$ cat config.mk
export PLATFORM = sky130hd
export DESIGN_NAME = irq_controller_flat
export DESIGN_NICKNAME = d
export VERILOG_FILES = /design/src/rtl/irq_controller_pkg.sv /design/src/rtl/irq_controller_if.sv /design/src/rtl/irq_controller_prio_enc.sv /design/src/rtl/irq_controller.sv /design/src/flat_wrapper.sv
export SDC_FILE = /design/constraint.sdc
export NUM_CORES = 1
export LEC_CHECK = 0
export CORE_MARGIN = 2
export CORE_UTILIZATION = 61
export CTS_CLUSTER_DIAMETER = 30
export CTS_CLUSTER_SIZE = 24
export DETAILED_ROUTE_END_ITERATION = 8
export DONT_BUFFER_PORTS = 1
export PLACE_DENSITY = 0.74
export SYNTH_ARGS = -nofsm -noshare
export SYNTH_HDL_FRONTEND = slang
export SYNTH_SLANG_ARGS = --single-unit
$ cat constraint.sdc
create_clock -name clk -period 1.9 [get_ports clk]
set_clock_uncertainty 0.2 [all_clocks]
set_input_delay 0.19 -clock clk [delete_from_list [all_inputs] [get_ports clk]]
set_output_delay 0.19 -clock clk [all_outputs]
set_load 0.01 [all_outputs]
$ cat src/rtl/irq_controller_pkg.sv
// Shared constants for the interrupt controller: sizes, register offsets,
// CTRL bit positions and FSM state encodings.
package irq_controller_pkg;

   localparam int N_SRC = 8;
   localparam int VEC_W = 3;

   localparam logic [7:0] DEF_BASE_ADDR = 8'h10;

   // Register offsets from BASE_ADDR
   localparam logic [7:0] OFF_MASK    = 8'd0;
   localparam logic [7:0] OFF_PENDING = 8'd1;
   localparam logic [7:0] OFF_CTRL    = 8'd2;

   // CTRL register bit positions
   localparam int CTRL_GIE     = 0;
   localparam int CTRL_IN_SVC  = 1;
   localparam int CTRL_VEC_LSB = 2;

   typedef enum logic [1:0] {
      ST_IDLE = 2'd0,
      ST_REQ  = 2'd1,
      ST_SVC  = 2'd2
   } state_t;

endpackage

$ cat src/rtl/irq_controller_if.sv
// Bundle of the peripheral flag lines, the 8-bit IO bus and the CPU
// irq/ack/done handshake. The controller is the slave side.
interface irq_controller_if;
   import irq_controller_pkg::*;

   logic [N_SRC-1:0] src_flag;
   logic [N_SRC-1:0] src_clr;
   logic [7:0]       address;
   logic [7:0]       din;
   logic             w_en;
   logic             r_en;
   logic [7:0]       dout;
   logic             irq;
   logic [VEC_W-1:0] irq_vec;
   logic             irq_ack;
   logic             irq_done;

   modport master (
      output src_flag, address, din, w_en, r_en, irq_ack, irq_done,
      input  src_clr, dout, irq, irq_vec
   );

   modport slave (
      input  src_flag, address, din, w_en, r_en, irq_ack, irq_done,
      output src_clr, dout, irq, irq_vec
   );

endinterface

$ cat src/rtl/irq_controller_prio_enc.sv
// Lowest-index-wins priority encoder with an any-valid flag. Purely
// combinational so it can be reused wherever a fixed-priority pick is needed.
module irq_controller_prio_enc #(
   parameter int N = 8,
   parameter int W = $clog2(N)
) (
   input  logic [N-1:0] req,
   output logic [W-1:0] idx,
   output logic         valid
);

   // Scan from the top down so the lowest set index is the last one written.
   always_comb begin
      // NOTE: every output gets a default first, so no path leaves it unassigned and no latch is inferred.
      idx   = '0;
      valid = 1'b0;
      for (int i = N - 1; i >= 0; i--) begin
         if (req[i]) begin
            idx   = W'(i);
            valid = 1'b1;
         end
      end
   end

endmodule

$ cat src/rtl/irq_controller.sv
// Interrupt controller: MASK/PENDING/CTRL registers on the IO bus, a
// three-state request FSM towards the CPU, and one-cycle flag-clear pulses
// back to the serviced peripheral.
module irq_controller
   import irq_controller_pkg::*;
#(
   parameter logic [7:0] BASE_ADDR = DEF_BASE_ADDR
) (
   input  logic            clk,
   input  logic            rst_n,
   irq_controller_if.slave bus
);

   localparam logic [7:0] ADDR_MASK    = BASE_ADDR + OFF_MASK;
   localparam logic [7:0] ADDR_PENDING = BASE_ADDR + OFF_PENDING;
   localparam logic [7:0] ADDR_CTRL    = BASE_ADDR + OFF_CTRL;

   state_t           state_q, state_d;
   logic             irq_q, irq_d;
   logic [VEC_W-1:0] vec_q, vec_d;
   logic [N_SRC-1:0] clr_q, clr_d;

   logic [N_SRC-1:0] mask_q;
   logic             gie_q;
   logic [7:0]       dout_q;

   logic [N_SRC-1:0] pend;
   logic [VEC_W-1:0] sel;
   logic             any_pend;
   logic             in_service;
   logic [7:0]       ctrl_rd;

   assign pend       = bus.src_flag & mask_q;
   assign in_service = (state_q == ST_SVC);

   always_comb begin
      ctrl_rd                                 = '0;
      ctrl_rd[CTRL_GIE]                       = gie_q;
      ctrl_rd[CTRL_IN_SVC]                    = in_service;
      ctrl_rd[CTRL_VEC_LSB +: VEC_W]          = vec_q;
   end

   irq_controller_prio_enc #(
      .N (N_SRC),
      .W (VEC_W)
   ) u_prio_enc (
      .req   (pend),
      .idx   (sel),
      .valid (any_pend)
   );

   // Next-state and registered-output decisions of the request FSM.
   always_comb begin
      state_d = state_q;
      irq_d   = irq_q;
      vec_d   = vec_q;
      clr_d   = '0;
      case (state_q)
         ST_IDLE: begin
            if (gie_q && any_pend) begin
               vec_d   = sel;
               irq_d   = 1'b1;
               state_d = ST_REQ;
            end
         end
         ST_REQ: begin
            // Acknowledge takes priority over a simultaneous withdraw.
            if (bus.irq_ack) begin
               irq_d        = 1'b0;
               clr_d[vec_q] = 1'b1;
               state_d      = ST_SVC;
            end else if (!gie_q || !pend[vec_q]) begin
               irq_d   = 1'b0;
               state_d = ST_IDLE;
            end
         end
         ST_SVC: begin
            if (bus.irq_done) begin
               state_d = ST_IDLE;
            end
         end
         default: begin
            irq_d   = 1'b0;
            state_d = ST_IDLE;
         end
      endcase
   end

   // FSM state and the registered irq, vector and clear-pulse outputs.
   always_ff @(posedge clk) begin
      // NOTE: reset is tested inside the clocked branch, so it is synchronous and only acts on a clock edge.
      if (!rst_n) begin
         state_q <= ST_IDLE;
         irq_q   <= 1'b0;
         vec_q   <= '0;
         clr_q   <= '0;
      end else begin
         // NOTE: non-blocking assignments so every register samples pre-edge values regardless of statement order.
         state_q <= state_d;
         irq_q   <= irq_d;
         vec_q   <= vec_d;
         clr_q   <= clr_d;
      end
   end

   // Register file: MASK and GIE writes, registered read data.
   always_ff @(posedge clk) begin
      if (!rst_n) begin
         mask_q <= '0;
         gie_q  <= 1'b0;
         dout_q <= '0;
      end else begin
         if (bus.w_en) begin
            if (bus.address == ADDR_MASK) mask_q <= bus.din;
            if (bus.address == ADDR_CTRL) gie_q  <= bus.din[CTRL_GIE];
         end
         if (bus.r_en) begin
            case (bus.address)
               ADDR_MASK:    dout_q <= mask_q;
               ADDR_PENDING: dout_q <= pend;
               ADDR_CTRL:    dout_q <= ctrl_rd;
               default:      dout_q <= dout_q;
            endcase
         end
      end
   end

   assign bus.irq     = irq_q;
   assign bus.irq_vec = vec_q;
   assign bus.src_clr = clr_q;
   assign bus.dout    = dout_q;

endmodule
$ cat src/flat_wrapper.sv
// flat-port wrapper written by rule: the top's interface ports become plain ports
module irq_controller_flat import irq_controller_pkg::*;
#(
   parameter logic [7:0] BASE_ADDR = DEF_BASE_ADDR
)
  (clk, rst_n, bus_src_flag, bus_address, bus_din, bus_w_en, bus_r_en, bus_irq_ack, bus_irq_done, bus_src_clr, bus_dout, bus_irq, bus_irq_vec);
  irq_controller_if bus_i ();
  input  logic clk;
  input  logic rst_n;
  input wire logic [$bits(bus_i.src_flag)-1:0] bus_src_flag;
  input wire logic [$bits(bus_i.address)-1:0] bus_address;
  input wire logic [$bits(bus_i.din)-1:0] bus_din;
  input wire logic [$bits(bus_i.w_en)-1:0] bus_w_en;
  input wire logic [$bits(bus_i.r_en)-1:0] bus_r_en;
  input wire logic [$bits(bus_i.irq_ack)-1:0] bus_irq_ack;
  input wire logic [$bits(bus_i.irq_done)-1:0] bus_irq_done;
  output wire logic [$bits(bus_i.src_clr)-1:0] bus_src_clr;
  output wire logic [$bits(bus_i.dout)-1:0] bus_dout;
  output wire logic [$bits(bus_i.irq)-1:0] bus_irq;
  output wire logic [$bits(bus_i.irq_vec)-1:0] bus_irq_vec;
  assign bus_i.src_flag = bus_src_flag;
  assign bus_i.address = bus_address;
  assign bus_i.din = bus_din;
  assign bus_i.w_en = bus_w_en;
  assign bus_i.r_en = bus_r_en;
  assign bus_i.irq_ack = bus_irq_ack;
  assign bus_i.irq_done = bus_irq_done;
  assign bus_src_clr = bus_i.src_clr;
  assign bus_dout = bus_i.dout;
  assign bus_irq = bus_i.irq;
  assign bus_irq_vec = bus_i.irq_vec;
  irq_controller #(.BASE_ADDR(BASE_ADDR)) u_core (.clk(clk), .rst_n(rst_n), .bus(bus_i));
endmodule
======== After elaboration in Yosys (flattened, before gate mapping) ========
Cells that the tools add are included.
Widths: inputs -> output; s select.
storage, ports and cells
  logic and storage cells ................. 63
  input port bits ......................... 30
  register bits ........................... 31
  output and inout port bits .............. 20
operators by class
  muxes and demuxes ....................... 30
  bitwise gates (word level) .............. 2
  equal/unequal tests ..................... 8
  reduce and logical (&&, ||, !) cells .... 14
  order comparisons ....................... 2
operators by type and width
  kind                number
  $eq 8x5->1 const B  3
  $mux 3              8
  $pmux 8 s3          1
  $mux 1              13
  $reduce_and 3->1    3
  $and 8x8->8         1
  $mux 2              4
  $reduce_and 2->1    4
  $pmux 2 s3          1
  $lt 3x4->1 const B  1
  $bmux 1 s3          1
  $demux 1 s3         1
  $ge 3x1->1 const B  1
  $ne 3x2->1 const B  1
  $pmux 1 s3          1
  $reduce_bool 3->1   1
  $eq 2x1->1 const B  1
  $eq 2x2->1 const B  1
  $logic_and 1x1->1   2
  $logic_not 1->1     2
  $logic_not 2->1     1
  $ne 2x1->1 const B  1
  $ne 2x2->1 const B  1
  $logic_or 1x1->1    1
  $not 1->1           1

======== Longest topological paths before layout ========
  word-level depth ........................ 12
  mapped depth ............................ 6
  gate-level depth less buffers ........... 5

======== By module ========
Synthesis repeated with hierarchy kept, for this count alone.
unflattened totals
  cell total of the unflattened synthesis .. 177
  area total of the unflattened synthesis .. 1554.0 µm²
modules (own cells, without submodules)
  module                   sequential area each (µm²)  cells each  area each (µm²)  instances
  irq_controller           620.6                       164         1473.9           1
  irq_controller_prio_enc  0.0                         13          80.1             1

======== Worst setup path after synthesis ========
Ideal clock, no wire load.
  kind .................................... reg2reg
  start ................................... register u_core.vec_q[1], in the netlist u_core.bus.irq_vec[1]
  end ..................................... register u_core.irq_q, in the netlist u_core.bus.irq
  library setup time ...................... 0.073 ns
  arrival ................................. 1.506 ns
  required time ........................... 1.627 ns
  buffers on the path ..................... 1
  clock period less this slack ............ 1.779 ns
  stages on the path, launching flop included .. 6
  slack ................................... 0.121 ns
  cell sequence ........................... dfxtp_1 -> buf_2 -> a2111oi_0 -> or4_1 -> or3_1 -> o211ai_2
between the ends
  cells in the longest elaborated chain, start to end .. 6
ends and longest elaborated chain
  what                               RTL line               RTL
  start: declaration                 irq_controller.sv:20   logic [VEC_W-1:0] vec_q, vec_d;
  start signal: assignment           irq_controller.sv:101  vec_q <= vec_d;
  $bmux 1 s3                         irq_controller.sv:72   end else if (!gie_q || !pend[vec_q]) begin
  $mux 1 (implied by the code)       irq_controller.sv:72
  $logic_not 1->1                    irq_controller.sv:72
  $logic_or 1x1->1                   irq_controller.sv:72
  $ne 3x2->1 (no source line)        --
  $reduce_and 3->1 (no source line)  --
  end signal: assignment             irq_controller.sv:100  irq_q <= irq_d;
  end: declaration                   irq_controller.sv:19   logic irq_q, irq_d;
Every way passes these cells. The select of a mux whose other input is x is not followed.
A chain may end at the register's enable or synchronous reset.

======== Worst setup path in the final report ========
  start ................................... input port bus_address[1]
  end ..................................... register u_core.dout_q[3], in the netlist u_core.bus.dout[3]
between the ends
  cells in the longest elaborated chain, start to end .. 3
  elaborated cells between the ends (all ways) .. 6
  those cells by class .................... eq/ne: 3; mux: 1; reduce/logical: 2
ends and longest elaborated chain
  what                                RTL line               RTL
  start: declaration                  flat_wrapper.sv:11     input wire logic [$bits(bus_i.address)-1:0] bus_address;
  $eq 8x5->1                          irq_controller.sv:118  case (bus.address)
  $reduce_bool 3->1 (no source line)  --
  $reduce_and 2->1 (no source line)   --
  end signal: assignment              irq_controller.sv:119  ADDR_MASK: dout_q <= mask_q;
  end signal: assignment              irq_controller.sv:120  ADDR_PENDING: dout_q <= pend;
  end signal: assignment              irq_controller.sv:121  ADDR_CTRL: dout_q <= ctrl_rd;
  end: declaration                    irq_controller.sv:25   logic [7:0] dout_q;
Several ways; a longest one is shown, not always the timed one.

==> impl_metrics.toml <==
[logic_synthesis]
ys_ff_latch = 31
syn_inst = 184
seq_area_frac_synth = 0.4089
netlist_top_cells_area = "dfxtp_1, nand2_1, mux2i_1"
synthArstFlopShare = 0
synth-edff-count = 0
avgSynthCellArea_um2 = 8.248
synth_top_flop_cell = "dfxtp_1"
synth_top_cell_by_area = "dfxtp_1"
ys_warn_count = 0
yosysUniqueCellTypes = 38
synth_top_area_share = 0.4089
synth_fp_nets = 214
synth_area_um2 = 1518

[floorplan]
rows = 18
dieWidth_um = 53.88
start_util = 0.6298
core_um2 = 2410
die_h_um = 53.88
io-pin-count = 50
die_area_um2 = 2903

[timing]
slew_headroom = 0.4912
final_max_slew_viol_count = 0
hold_viol_final = 0
fmax_ghz = 0.5518
post-route-period-util = 0.9538
setup_ws_ps = 87.74
setup_viol = 0
timing.hold.ws_ps = 0.2665
tightest_slew_ps = 760.7
period_minus_slack_ps = 1812

[finish]
drive_gt1_frac = 0.08213
final_cells = 237
n_antenna_cell = 0
mostFrequentLayoutCells = "dfxtp_1, nand2_1, dlygate4sd3_1"
final_nets = 236
area_growth_pct = 18.63
stdcell_area_um2 = 1800
mostFrequentLayoutCell = "dfxtp_1"

[worst_setup_path]
cpMostUsedCell = "dlygate4sd3_1"
critPathBufInv = 2
cp_slowest_cell = "dlygate4sd3_1"
path_class = "input pin to flip-flop"
path_cells = "dlygate4sd3_1 > a21oi_2 > dlygate4sd3_1 > nand3_1 > nand2_1"
cpPeakStageDelay_ps = 610
critPathMaxFanout = 9
cp-start-kind = "input pin"
worstPathArrival_ps = 1890
r2r-start = "u_core.state_q[1]"
crit_family = "buffers and inverters"
critPathCaptureType = "flip-flop"
cp.required_ps = 1980
startpoint = "bus_address[1]"

[grt]
grt_max_degree = 26
grt_usage = 0.2905
grt_pass1_vias = 1344
grt_pass1_wl_mm = 5.961
gr-total-overflow = 0
grt_antenna_before_repair = 0

[hold_path]
hold_start = "bus_src_flag[3]"
hold_path_class = "input pin to flip-flop"

[cts]
path_clk_slew_ps = 100
insertion_delay_ps = 340
cts_max_path_buffers = 2
h-tree-depth = 2
cts_buffers = 5
cts_setup_buffers = 0
clock-sinks = 31
cts_tree = "built"
cts_root_buf = "clkbuf_4"

[placed_design]
place_area_um2 = 1553
hpwlAfterDp_mm = 2.736
place_ws_ps = 136.0
dp.cells = 210
io_buffers = 0
place.gp.congestion = 0.8606

[detailed_routing]
vias = 1463
drt_pass1_iterations = 5
drt_iter0_markers = 65
detail-route-antenna-nets = 0
vias_per_cell = 6.173
routed_wl_mm = 3.824
drc = 0
wire_per_inst_um = 16.14

[pwr]
p_leak_nw = 0.6921
peakVddDrop_mv = 0.6702
powerDensity_nw_per_um2 = 603.8

[outcome]
status = "finished, final reports clean"

[run]
maxCapViolations = 0
[final timing paths]
check / to / slack, ps / cells past startpoint
worst max register to register: u_core.bus.irq / 120 / 4
worst min register to register: u_core.bus.dout[3] / 300 / 2
worst max-delay path: u_core.bus.dout[3] / 90 / 5
worst min-delay path: u_core.bus.irq_vec[0] / 0.3 / 4
[tightest hold or removal path, cell delays in order]
cell      delay [ps]
nand3_1           50
o211ai_1         110
nand4_1          100
o21ai_0           70
[cells in the mapped netlist (2+ instances only)]
master / instances
a21boi_0: 3
a22oi_1: 7
nor2b_1: 11
o21ai_0: 9
o311ai_0: 2
nand2_1: 25
or3_1: 2
a21oi_1: 7
buf_2: 2
dfxtp_1: 31
inv_1: 5
nor2_1: 14
clkbuf_1: 6
o211ai_1: 2
a21o_1: 2
nor3_1: 3
nand3_1: 14
nand2b_1: 8
mux2i_1: 9
nand4_1: 2
o22ai_1: 3
[kinds of logic after synthesis]
family                 share of synthesized area
AO/OA/AOI/OAI                             0.1896
multiplexers                             0.05936
buffers and inverters                    0.03380
AND/OR/NAND/NOR                           0.3083
flip-flops                                0.4089
[timing repair]
item / 4_1_cts / 5_1_grt
gates resized for setup: 0 / 1
hold buffers: 19 / 0
endpoints found under the hold margin: 23 / 0
setup endpoints to repair: 0 / 1
[cell type report]
type | instances | area [um2]
inverters | 5 | 18.77
multi-input cells | 140 | 849.6
clock buffers | 6 | 41.29
repair buffers | 23 | 220.2
fillers | 185 | 609.3
clock inverters | 2 | 12.51
well taps | 30 | 37.54
flip-flops and latches | 31 | 620.6
[state kept, by name, summed over array words and instances, names as in the netlist]
signal / count
u_core.mask_q: 8
u_core.gie_q: 1
u_core.bus.src_clr: 8
u_core.bus.irq: 1
u_core.state_q: 2
u_core.bus.irq_vec: 3
u_core.bus.dout: 8
[power breakdown]
| part | total, mW | internal, mW | switching [mW] | leakage, nW |
|---|---|---|---|---|
| clock | 0.368 | 0.142 | 0.226 | 0.0282 |
| combinational | 0.0691 | 0.0391 | 0.0299 | 0.414 |
| sequential | 0.650 | 0.650 | 0.000458 | 0.250 |
| total | 1.09 | 0.831 | 0.256 | 0.692 |
[routing by layer]
layer  vias to the layer above  track usage  wire length [um]
met3                        13       0.1083               424
met1                       660       0.3545              1508
li1                        708            -                 -
met4                         0       0.1111                87
met2                        82       0.4614              1803
met5                         -            0                 0
[through the flow]
step / util / setup TNS (ps) / power (mW)
CTS: 0.7456 / 0 / 1.091
detailed placement: 0.6443 / 0 / 0.6960
global placement: 0.6443 / 0 / 0.6948
floorplan: - / 0 / 0.7003
finish: 0.7471 / 0 / 1.087
global route: 0.7471 / -19.52 / 1.123
Power figures use the tool's default switching activity.
